[src/rtl/norm_shift_decoder_pkg.sv]
// Shared FPU add/sub constants and helpers used by the normalization shifter.
package norm_shift_decoder_pkg;

  localparam int unsigned SigWidth   = 26;
  localparam int unsigned ExpWidth   = 8;
  localparam int unsigned ShiftCodeW = 5;
  localparam int unsigned MaxShift   = 25;
  localparam int unsigned CoarseStep = 8;

  // Codes 26..31 cannot come from a well-formed priority codec.
  function automatic logic shift_illegal(input logic [ShiftCodeW-1:0] code);
    return code > ShiftCodeW'(MaxShift);
  endfunction

endpackage

[src/rtl/norm_shift_stage.sv]
// One normalization pipeline stage: left-shift by Step*amt, register the result
// together with a side-band payload; holds everything while en is low.
module norm_shift_stage #(
  parameter int unsigned SW   = 26,
  parameter int unsigned AW   = 2,
  parameter int unsigned Step = 8,
  parameter int unsigned PW   = 1
) (
  input  logic          clk,
  input  logic          rst,
  input  logic          en,
  input  logic          valid_in,
  input  logic [AW-1:0] amt,
  input  logic [SW-1:0] sig_in,
  input  logic          zero_in,
  input  logic [PW-1:0] pass_in,
  output logic          valid_out,
  output logic [SW-1:0] sig_out,
  output logic [PW-1:0] pass_out
);

  localparam int unsigned MaxSh = Step * ((1 << AW) - 1);
  localparam int unsigned ShW   = $clog2(MaxSh + 1);

  logic [ShW-1:0] sh;
  logic [SW-1:0]  sig_d;
  logic           valid_q;
  logic [SW-1:0]  sig_q;
  logic [PW-1:0]  pass_q;

  assign sh = ShW'(amt) * ShW'(Step);

  always_comb begin
    sig_d = sig_in << sh;
    if (zero_in) begin
      sig_d = '0;
    end
  end

  always_ff @(posedge clk) begin
    if (rst) begin
      valid_q <= 1'b0;
      sig_q   <= '0;
      pass_q  <= '0;
    end else if (en) begin
      valid_q <= valid_in;
      sig_q   <= sig_d;
      pass_q  <= pass_in;
    end
  end

  assign valid_out = valid_q;
  assign sig_out   = sig_q;
  assign pass_out  = pass_q;

endmodule

[src/rtl/norm_shift_decoder.sv]
// Two-stage normalization shifter: coarse byte shift, then fine shift plus
// exponent adjust with underflow / illegal-code handling. Global stall.
module norm_shift_decoder
  import norm_shift_decoder_pkg::*;
#(
  parameter int unsigned SW = SigWidth,
  parameter int unsigned EW = ExpWidth
) (
  input  logic                  clk,
  input  logic                  rst,
  input  logic                  Valid_i,
  output logic                  Ready_o,
  input  logic [ShiftCodeW-1:0] Shift_Bin_i,
  input  logic [SW-1:0]         Sig_i,
  input  logic [EW-1:0]         Exp_i,
  output logic                  Valid_o,
  input  logic                  Ready_i,
  output logic [SW-1:0]         Sig_o,
  output logic [EW-1:0]         Exp_o,
  output logic                  Uflow_o,
  output logic                  Err_o
);

  localparam int unsigned S1PW = EW + ShiftCodeW;
  localparam int unsigned S2PW = EW + 2;
  localparam int unsigned DW   = EW + 1;

  logic                  en;
  logic                  s1_valid;
  logic [SW-1:0]         s1_sig;
  logic [S1PW-1:0]       s1_pass;
  logic [EW-1:0]         s1_exp;
  logic [ShiftCodeW-1:0] s1_code;
  logic [DW-1:0]         diff;
  logic                  err;
  logic                  uflow;
  logic [EW-1:0]         exp_adj;

  // Every stage advances together; only a held output beat stalls the pipe.
  assign Ready_o = !Valid_o || Ready_i;
  assign en      = Ready_o;

  norm_shift_stage #(
    .SW   (SW),
    .AW   (2),
    .Step (CoarseStep),
    .PW   (S1PW)
  ) u_stage_coarse (
    .clk       (clk),
    .rst       (rst),
    .en        (en),
    .valid_in  (Valid_i),
    .amt       (Shift_Bin_i[4:3]),
    .sig_in    (Sig_i),
    .zero_in   (1'b0),
    .pass_in   ({Exp_i, Shift_Bin_i}),
    .valid_out (s1_valid),
    .sig_out   (s1_sig),
    .pass_out  (s1_pass)
  );

  assign s1_exp  = s1_pass[S1PW-1:ShiftCodeW];
  assign s1_code = s1_pass[ShiftCodeW-1:0];

  // Borrow out of the EW+1 bit difference flags underflow; illegal code wins.
  always_comb begin
    err     = shift_illegal(s1_code);
    diff    = {1'b0, s1_exp} - DW'(s1_code);
    uflow   = !err && diff[EW];
    exp_adj = diff[EW-1:0];
    if (err) begin
      exp_adj = s1_exp;
    end else if (uflow) begin
      exp_adj = '0;
    end
  end

  norm_shift_stage #(
    .SW   (SW),
    .AW   (3),
    .Step (1),
    .PW   (S2PW)
  ) u_stage_fine (
    .clk       (clk),
    .rst       (rst),
    .en        (en),
    .valid_in  (s1_valid),
    .amt       (s1_code[2:0]),
    .sig_in    (s1_sig),
    .zero_in   (err || uflow),
    .pass_in   ({exp_adj, uflow, err}),
    .valid_out (Valid_o),
    .sig_out   (Sig_o),
    .pass_out  ({Exp_o, Uflow_o, Err_o})
  );

endmodule

[config.mk]
export PLATFORM = sky130hd
export DESIGN_NAME = norm_shift_decoder
export DESIGN_NICKNAME = d
export VERILOG_FILES = /design/src/rtl/norm_shift_decoder_pkg.sv /design/src/rtl/norm_shift_stage.sv /design/src/rtl/norm_shift_decoder.sv
export SDC_FILE = /design/constraint.sdc
export NUM_CORES = 1
export LEC_CHECK = 0
export BUFFER_PORTS_ARGS = -buffer_cell sky130_fd_sc_hd__buf_2
export CAP_MARGIN = 20
export CORE_UTILIZATION = 30
export DETAILED_ROUTE_END_ITERATION = 8
export HOLD_SLACK_MARGIN = 0.03
export PLACE_DENSITY = 0.48
export SYNTH_ARGS = -nofsm -noshare
export SYNTH_HDL_FRONTEND = slang
export SYNTH_HIERARCHICAL = 1
export SYNTH_SLANG_ARGS = --single-unit
export TNS_END_PERCENT = 100
[constraint.sdc]
create_clock -name clk -period 3.5 [get_ports clk]
set_clock_uncertainty 0.05 [all_clocks]
set_input_delay 0 -clock clk [delete_from_list [all_inputs] [get_ports clk]]
set_output_delay 0 -clock clk [all_outputs]
set_load 0.02 [all_outputs]
==> impl_metrics.env <==
export IMPL_core_um2=13300
export IMPL_maxSlewHeadroom_pct=47.8
export IMPL_clk_pin_slew_ns=0.06
export IMPL_diodes=0
export IMPL_hold_viol=0
export IMPL_wl_per_cell_um=15.6
export IMPL_yosys_top_cells_count="77 x dfxtp_1, 68 x nor2_1, 53 x mux2i_1"
export IMPL_arrival_ns=3.11
export IMPL_nets=574
export IMPL_cp_required_ns=3.67
export IMPL_num_rows=42
export IMPL_yosysSeqAreaShare_pct=37.3
export IMPL_routed_wl_um=11000
export IMPL_dr_pass1_iters=5
export IMPL_cp_max_fo=15
export IMPL_cts_buffers=9
export IMPL_syn_mean_instance_area_um2=10.1
export IMPL_cp_num_buf_inv=3
export IMPL_rsz0062_at_grt="no"
export IMPL_dp_hpwl_um=7870
export IMPL_drtAntennaViolNets=0
export IMPL_post_route_period_util_pct=83.9
export IMPL_cap_violations=0
export IMPL_synth_top_area_share_pct=37.3
export IMPL_switching_power_mw=0.593
export IMPL_tritoncts="done"
export IMPL_finalWeightedCongestion=0.842
export IMPL_combPwrFrac_pct=17.3
export IMPL_io_pins=81
export IMPL_p_int_mw=1.68
export IMPL_max_clock_freq_mhz=340
export IMPL_grt_max_degree=40
export IMPL_cp_cell_sequence="inv_1, ha_1, inv_1, fa_1, a211o_1, o211ai_1, o31a_4, nor3b_2, buf_4, and2b_1, nor2b_1, a221o_1"
export IMPL_portBuffers=80
export IMPL_viasPerCell=5.01
export IMPL_synth_warnings=6
export IMPL_dieWidth_um=119
export IMPL_drive_gt1_share_pct=27.2
export IMPL_final_util_pct=39.8
export IMPL_cp_common_cell="inv_1"
export IMPL_pwr_share_clk_pct=40.8
export IMPL_clockRootBuffer="clkbuf_16"
export IMPL_powerDensity_nw_per_um2=427
export IMPL_globalRouteTotalUtil_pct=15.8
export IMPL_ys_types=54
export IMPL_antenna_found_initial=0
export IMPL_finalCriticalPeriod_ns=2.94
export IMPL_final_setup_viol_count=0
export IMPL_drc=0
export IMPL_clock_path_buffers=2
export IMPL_cp_start_kind="flip-flop"
export IMPL_areaGrowthSynthToFinish_pct=28.5
export IMPL_die_h_um=119
export IMPL_ir_worst_vdd_uv=247
export IMPL_synth_edff_count=0
export IMPL_synthArstFlopShare_pct=0
export IMPL_end_kind="flip-flop"
export IMPL_netlist_instances=410
export IMPL_worstMarginPinSlew_ns=0.780
export IMPL_ys_flop_type="dfxtp_1"
export IMPL_cpPeakStageDelay_ns=0.42
export IMPL_dieArea_um2=14300
export IMPL_clk_latency_ns=0.34
export IMPL_overflow=0
export IMPL_synth_top_area_cell="dfxtp_1"
export IMPL_grt_pass1_vias=3283
export IMPL_netlist_area_um2=4140
export IMPL_power_share_sequential_pct=41.8
export IMPL_crit_family="compound AO/OA/AOI/OAI gates"
export IMPL_drtIter0Drc=182
export IMPL_start_util_pct=31.0
export IMPL_swShare_pct=26.1
export IMPL_cts_max_level=3
export IMPL_dr_total_vias=3540
export IMPL_drv_slew=0
export IMPL_p_leak_nw=2.38
export IMPL_hold_class="input pin to flip-flop"
export IMPL_crit_slowest_cell="fa_1"
export IMPL_cts_num_sinks=77
export IMPL_ys_top_cells_by_area="dfxtp_1 37%, mux2i_1 13%, mux2_2 7.1%"
export IMPL_ys_ff_latch=77
export IMPL_synth_most_common_cell="dfxtp_1"
export IMPL_setup_tns_final_ns=0
export IMPL_grt_pass1_wl_um=17600
export IMPL_crit_type="flip-flop to flip-flop"
export IMPL_outcome="completed"
-- layer usage --
layer / vias up / track usage (%) / wire, um / part of all wire, %
met2: 96 / 23.3 / 4720 / 43
met1: 1695 / 22.8 / 5640 / 51
met5: - / 0 / 0 / 0
li1: 1739 / - / - / -
met4: 0 / 5.39 / 144 / 1.3
met3: 10 / 3.16 / 496 / 4.5
-- per-stage QoR --
stage                     std cells  hold WS, ns  area (um^2)  power, mW  setup WS [ns]
after CTS                       705       0.0379         5310       2.29          0.567
after global routing            706       0.0596         5320       2.37          0.380
after global placement          647        0.183         4590       1.32          0.624
final                           706       0.0520         5320       2.27          0.563
after floorplan                 413       0.0941         4150       1.23          0.911
after detailed placement        647        0.195         4590       1.32          0.577
-- flip-flops by register name, indices dropped and copies added (netlist names) --
register	count
u_stage_coarse/sig_out	26
u_stage_fine/sig_out	26
u_stage_coarse/pass_out	13
u_stage_fine/pass_out	10
u_stage_coarse/valid_out	1
u_stage_fine/valid_out	1
-- cells in the final DEF (no fill, tap or decap), drive strengths merged, types with 2 or more instances in the layout --
cell,n
a221o,4
clkinv,2
nand3b,2
a211o,2
a221oi,3
ha,5
nor3b,4
o21ai,4
dfxtp,77
inv,10
nand2b,2
a21oi,9
a31oi,2
a222oi,10
a22oi,31
nor2,68
nor2b,7
nand2,29
o22ai,2
dlygate4sd3,42
clkbuf,12
o211ai,2
o2bb2a,4
conb,4
buf,87
mux2i,53
mux2,26
mux4,8
-- worst register-to-register path, delay by kind of cell, from the launching register on --
| family | cells | cell delay (ns) |
|---|---|---|
| compound gates | 4 | 1.07 |
| fa+ha+maj | 2 | 0.57 |
| simple gates | 3 | 0.52 |
| buf+inv | 3 | 0.32 |
| flops | 1 | 0.31 |
-- cell families after synthesis --
kind of cell	count (synthesis)	share of synthesized area, %
xor+xnor	1	0.212
compound gates	78	15.6
mux	87	24.5
buf+inv	38	6.41
simple gates	122	13.9
other cells	1	0.0907
fa+ha+maj	6	2.00
flops	77	37.3
-- power by group through the flow --
stage / Combinational, mW / Clock (mW) / Sequential (mW)
after floorplan: 0.246 / 0 / 0.983
after CTS: 0.393 / 0.948 / 0.950
after global routing: 0.429 / 0.985 / 0.955
final: 0.394 / 0.927 / 0.950
after global placement: 0.351 / 0 / 0.969
after detailed placement: 0.353 / 0 / 0.970
-- cell type report --
type	count	area, um^2
Fill cell	1380	8030
Multi-Input combinational cell	298	2340
Sequential cell	77	1540
Timing Repair Buffer	129	877
Clock buffer	12	246
Tap cell	176	220
Clock inverter	4	47.5
Inverter	10	40.0
-- final timing paths --
check                          endpoint  cells after the start  slack (ns)                        from
max            u_stage_fine/sig_out[16]                     12        0.56  u_stage_coarse/pass_out[5]
min          u_stage_coarse/sig_out[24]                      4        0.05                   Sig_i[16]
max reg2reg    u_stage_fine/sig_out[16]                     12        0.56  u_stage_coarse/pass_out[5]
min reg2reg     u_stage_fine/sig_out[6]                      2        0.38     u_stage_fine/sig_out[6]
-- what timing repair did --
| action | CTS | global route |
|---|---|---|
| buffers inserted | 0 | 0 |
| endpoints found under the hold margin | 37 | 0 |
| hold buffers | 42 | 0 |
| gates resized for setup | 0 | 0 |
(Power assumes the default switching activity.)
